### src/rtl/rtsnoc_local_port_buffer.sv
// Elastic TX/RX flit buffers between the RTSNoC bus slave and a router local port.
// Each direction is a power-of-two circular FIFO with first-word fall-through output.

module rtsnoc_lpb_fifo #(
  parameter int DW         = 38,
  parameter int DEPTH_LOG2 = 2
) (
  input  logic                  clk_i,
  input  logic                  rst_n_i,
  input  logic                  push_i,
  input  logic [DW-1:0]         wdata_i,
  input  logic                  pop_i,
  output logic [DW-1:0]         rdata_o,
  output logic [DEPTH_LOG2:0]   level_o,
  output logic                  empty_o,
  output logic                  full_o
);

  localparam int DEPTH = 1 << DEPTH_LOG2;

  logic [DW-1:0]         mem [DEPTH];
  logic [DEPTH_LOG2-1:0] wr_ptr;
  logic [DEPTH_LOG2-1:0] rd_ptr;
  logic                  push_ok;
  logic                  pop_ok;

  // Level never exceeds DEPTH, so its MSB alone marks the full state.
  assign full_o  = level_o[DEPTH_LOG2];
  assign empty_o = (level_o == '0);
  assign push_ok = push_i && !full_o;
  assign pop_ok  = pop_i && !empty_o;
  assign rdata_o = empty_o ? '0 : mem[rd_ptr];

  always_ff @(posedge clk_i or negedge rst_n_i) begin
    if (!rst_n_i) begin
      // NOTE: sequential state uses non-blocking assignments so every register samples pre-edge values.
      wr_ptr  <= '0;
      rd_ptr  <= '0;
      level_o <= '0;
    end else begin
      if (push_ok) wr_ptr <= wr_ptr + DEPTH_LOG2'(1);
      if (pop_ok)  rd_ptr <= rd_ptr + DEPTH_LOG2'(1);
      case ({push_ok, pop_ok})
        2'b10:   level_o <= level_o + (DEPTH_LOG2 + 1)'(1);
        2'b01:   level_o <= level_o - (DEPTH_LOG2 + 1)'(1);
        default: level_o <= level_o;
      endcase
    end
  end

  // NOTE: the storage array is not reset; empty gating on rdata_o hides stale entries.
  always_ff @(posedge clk_i) begin
    if (push_ok) mem[wr_ptr] <= wdata_i;
  end

endmodule

module rtsnoc_local_port_buffer #(
  parameter int DATA_WIDTH    = 38,
  parameter int TX_DEPTH_LOG2 = 2,
  parameter int RX_DEPTH_LOG2 = 2
) (
  input  logic                    clk_i,
  input  logic                    rst_n_i,
  input  logic [DATA_WIDTH-1:0]   core_din_i,
  input  logic                    core_wr_i,
  output logic                    core_wait_o,
  output logic [DATA_WIDTH-1:0]   core_dout_o,
  output logic                    core_nd_o,
  input  logic                    core_rd_i,
  output logic [DATA_WIDTH-1:0]   rtr_din_o,
  output logic                    rtr_wr_o,
  input  logic                    rtr_wait_i,
  input  logic [DATA_WIDTH-1:0]   rtr_dout_i,
  input  logic                    rtr_nd_i,
  output logic                    rtr_rd_o,
  output logic [TX_DEPTH_LOG2:0]  tx_level_o,
  output logic [RX_DEPTH_LOG2:0]  rx_level_o,
  output logic                    ovf_o
);

  logic tx_empty;
  logic tx_full;
  logic rx_empty;
  logic rx_full;
  logic tx_push;
  logic tx_pop;
  logic rx_pop;

  assign tx_push     = core_wr_i && !tx_full;
  assign tx_pop      = !tx_empty && !rtr_wait_i;
  assign rx_pop      = core_rd_i && !rx_empty;
  // Gated by reset so no router flit is consumed while the buffer is held in reset.
  assign rtr_rd_o    = rtr_nd_i && !rx_full && rst_n_i;

  assign core_wait_o = tx_full;
  assign rtr_wr_o    = !tx_empty;
  assign core_nd_o   = !rx_empty;

  rtsnoc_lpb_fifo #(
    .DW         (DATA_WIDTH),
    .DEPTH_LOG2 (TX_DEPTH_LOG2)
  ) u_tx_fifo (
    .clk_i   (clk_i),
    .rst_n_i (rst_n_i),
    .push_i  (tx_push),
    .wdata_i (core_din_i),
    .pop_i   (tx_pop),
    .rdata_o (rtr_din_o),
    .level_o (tx_level_o),
    .empty_o (tx_empty),
    .full_o  (tx_full)
  );

  rtsnoc_lpb_fifo #(
    .DW         (DATA_WIDTH),
    .DEPTH_LOG2 (RX_DEPTH_LOG2)
  ) u_rx_fifo (
    .clk_i   (clk_i),
    .rst_n_i (rst_n_i),
    .push_i  (rtr_rd_o),
    .wdata_i (rtr_dout_i),
    .pop_i   (rx_pop),
    .rdata_o (core_dout_o),
    .level_o (rx_level_o),
    .empty_o (rx_empty),
    .full_o  (rx_full)
  );

  // A write against a full TX FIFO is dropped even if the router pops on the same edge.
  always_ff @(posedge clk_i or negedge rst_n_i) begin
    if (!rst_n_i) ovf_o <= 1'b0;
    else          ovf_o <= core_wr_i && tx_full;
  end

endmodule

### config.mk
export PLATFORM = sky130hd
export DESIGN_NAME = rtsnoc_local_port_buffer
export DESIGN_NICKNAME = d
export VERILOG_FILES = /design/src/rtl/rtsnoc_local_port_buffer.sv
export SDC_FILE = /design/constraint.sdc
export NUM_CORES = 1
export LEC_CHECK = 0
export ABC_CLOCK_PERIOD_IN_PS = 3800
export CAP_MARGIN = 40
export CORE_MARGIN = 2
export CORE_UTILIZATION = 43
export DETAILED_ROUTE_END_ITERATION = 16
export PLACE_DENSITY = 0.61
export SLEW_MARGIN = 20
export SYNTH_ARGS = -nofsm -noshare
export SYNTH_HDL_FRONTEND = slang
export SYNTH_HIERARCHICAL = 1
export SYNTH_SLANG_ARGS = --single-unit
### constraint.sdc
create_clock -name clk_i -period 3.8 [get_ports clk_i]
set_input_delay 1.14 -clock clk_i [delete_from_list [all_inputs] [get_ports clk_i]]
set_output_delay 1.14 -clock clk_i [all_outputs]
set_load 0.02 [all_outputs]
==> run metrics <==
Skew-Pair Late Insertion Delay=0.50 ns; clock root buffer=clkbuf_16; Post-CTS Hold Fix Bufs=0; Worst Tran Pin Value=0.604 ns; area of the die=30400 sq um; CTS tree=yes; mean post-synth cell area=21.9 sq um; area grow syn2layout=26.9%; Leak=5.23 nW; leading area contributor after synthesis=edfxtp_1; Sink Count=319; worst min-delay path class=register to register; net count after synthesis=664; normalized max-slew margin=59.7%; RSZ-0062 raised after global routing=false; Mapped Cells=570; mapped cell area=12500 sq um; Tmin final=3.65 ns; fin crit share=96.2%; fmax=274 MHz; final WL=24000 microns; H-tree levels=2; via count=5941; Clock Skew=0.00992 ns; Final HPWL DP=14400 microns; chip width=174 microns; n_diodes=0; outcome=finished clean; I/O Buffers=168; layout cell share with drive strength beyond 1=20.2%; Layout Nets=861; setup violators final=0; max-cap violation count=0; clk buf depth=3; drt pass-1 iters=6; number of global-route vias before repair=6617; DR WL/cell=20.4 microns; DR DRC count=0; library cells used by synthesis=24; part of the power in combinational logic=37.8%; Power Internal=0.00864 W; DR vias/cell=5.06; CP endpoint kind=output port; die height=174 microns; clock power share=27.2%; Hold Vio Cnt, Final=0; placement row count=62; pwr/cell area=778 nW/um^2; flops & latches, synth=319; ranking of synthesized cells by area=edfxtp_1, mux4_2, and2_1; Crit path arrival time=2.51 ns; CP Class=register to output port; YS warnings=6; largest net degree at the start of global routing=42; clock slew at reported path FFs=0.05 ns; Required @ worst endpoint=2.66 ns; num ports=169; Net Switching=0.00367 W; worst vdd ir=0.452 mV; post-route ant nets=0; crit-path max FO=21; first-pass GRT wire length=37000 microns; CORE AREA=28600 sq um; CTS Buf Count=35; Reg power frac=35.1%; routability cong.=0.701; DRT iter0 DRCs=278; register area share after synthesis=76.2%; TNS Setup=0 ns; fin util=55.3%; antenna violations before repair=0; Final Slew Violations=0; top-area cell type share of the netlist area=73.2%; GRT Total Usage=16.0%; Starting Density=43.6%; Worst setup SP type=register; GRT overflow=0; switching share of power=29.8%
==> cells in the mapped netlist <==
| cell type | instances |
|---|---|
| nor2b_1 | 3 |
| xnor2_1 | 6 |
| buf_12 | 8 |
| xor2_1 | 6 |
| nor2_1 | 3 |
| buf_4 | 4 |
| or3_1 | 2 |
| mux2i_1 | 2 |
| and2_2 | 1 |
| buf_6 | 2 |
| ha_1 | 10 |
| nand3_1 | 2 |
| o21ai_0 | 2 |
| and2_1 | 86 |
| mux4_2 | 76 |
| nand2_1 | 2 |
| and2b_2 | 1 |
| and3b_1 | 1 |
| fa_1 | 2 |
| clkbuf_1 | 12 |
| dfrtp_1 | 15 |
| buf_2 | 4 |
| edfxtp_1 | 304 |
| inv_1 | 16 |
==> registers in the layout, indices dropped and copies added, names as in the netlist <==
signal and cells:
u_tx_fifo/rd_ptr 2, u_tx_fifo/mem 152, u_tx_fifo/level_o 3, u_rx_fifo/wr_ptr 2, ovf_o 1, u_rx_fifo/mem 152
u_tx_fifo/wr_ptr 2, u_rx_fifo/level_o 3, u_rx_fifo/rd_ptr 2
==> cell type report <==
cell class / count / area (sq um)
clock buffers: 44 / 930
clock inverters: 17 / 218
fillers: 2174 / 12800
inverters: 16 / 60.1
multi-input cells: 205 / 2650
flip-flops and latches: 319 / 9510
well taps: 384 / 480
repair buffers: 190 / 1990
==> worst max-delay path, cell delays in order (launching register included) <==
cell,delay [ns]
dfrtp_2,0.35
buf_4,0.37
mux4_2,0.56
and2_1,0.18
clkdlybuf4s50_1,0.53
==> worst paths after layout <==
kind | startpoint | slack [ns] | cells past startpoint | end
hold reg to reg | u_rx_fifo/level_o[0] | 0.53 | 1 | u_rx_fifo/level_o[0]
setup reg to reg | u_tx_fifo/level_o[2] | 1.04 | 11 | u_tx_fifo/level_o[2]
setup / recovery | u_rx_fifo/rd_ptr[0] | 0.15 | 4 | core_dout_o[19]
hold / removal | u_rx_fifo/level_o[0] | 0.53 | 1 | u_rx_fifo/level_o[0]
max in group asynchronous | rst_n_i | 2.59 | 2 | u_rx_fifo/rd_ptr[1]
min in group asynchronous | rst_n_i | 1.00 | 2 | u_rx_fifo/level_o[2]
==> kinds of logic (layout without fill, tap and decap cells) <==
family,after synthesis,in the layout,share of synthesized area (%)
flops,319,319,76.2
compound gates,2,2,0.0802
mux,78,78,13.9
buf+inv,46,267,2.71
xor+xnor,12,12,0.842
fa+ha+maj,12,12,1.32
simple gates,101,101,4.99
==> layer usage <==
metal | up-vias | GRT usage [%] | share of wire (%)
li1 | 2650 | - | -
met1 | 3077 | 19.9 | 42
met2 | 175 | 27.6 | 50
met3 | 39 | 4.18 | 6.0
met4 | 0 | 4.41 | 2.0
met5 | - | 0 | 0
==> cells in the final DEF, fill, tap and decap left out, types with 2 or more instances in the layout <==
cell / synthesis / layout
edfxtp_1: 304 / 304
clkdlybuf4s50_1: 0 / 167
and2_1: 86 / 78
mux4_2: 76 / 76
clkbuf_16: 0 / 36
inv_1: 16 / 16
dfrtp_1: 15 / 11
buf_4: 4 / 11
ha_1: 10 / 10
buf_12: 8 / 10
and2_2: 1 / 9
clkbuf_1: 12 / 7
clkinv_1: 0 / 6
xnor2_1: 6 / 6
xor2_1: 6 / 6
bufinv_16: 0 / 5
inv_6: 0 / 4
dfrtp_2: 0 / 4
nor2_1: 3 / 3
nor2b_1: 3 / 3
clkinv_2: 0 / 2
clkbuf_8: 0 / 2
or3_1: 2 / 2
mux2i_1: 2 / 2
nand2_1: 2 / 2
o21ai_0: 2 / 2
nand3_1: 2 / 2
fa_1: 2 / 2
==> power by group through the flow <==
stage          combinational, W  clock [W]  sequential (W)
2_1_floorplan           0.00294          0         0.00438
3_3_place_gp            0.00461          0         0.00437
3_5_place_dp            0.00465          0         0.00440
4_1_cts                 0.00468    0.00344         0.00433
5_1_grt                 0.00498    0.00358         0.00435
6_report                0.00465    0.00334         0.00432
==> metrics by stage <==
stage / cell area [sq um] / hold WS, ns / setup slack (ns) / std cells / total power [W]
floorplan: 12500 / 0.491 / 0.643 / 570 / 0.00732
global placement: 14600 / 0.499 / 0.255 / 1111 / 0.00899
detailed placement: 14600 / 0.511 / 0.232 / 1111 / 0.00905
CTS: 15800 / 0.532 / 0.0174 / 1172 / 0.0124
global route: 15800 / 0.571 / 0.0174 / 1175 / 0.0129
finish: 15800 / 0.529 / 0.146 / 1175 / 0.0123
==> what timing repair did <==
action                                  CTS  global route
cloned                                    0             1
gates resized for setup                   1             0
setup buffers                             0             2
hold endpoints to repair                  0             0
endpoints found under the setup margin    1            20
No activity file was read; power rests on OpenSTA's default activity.
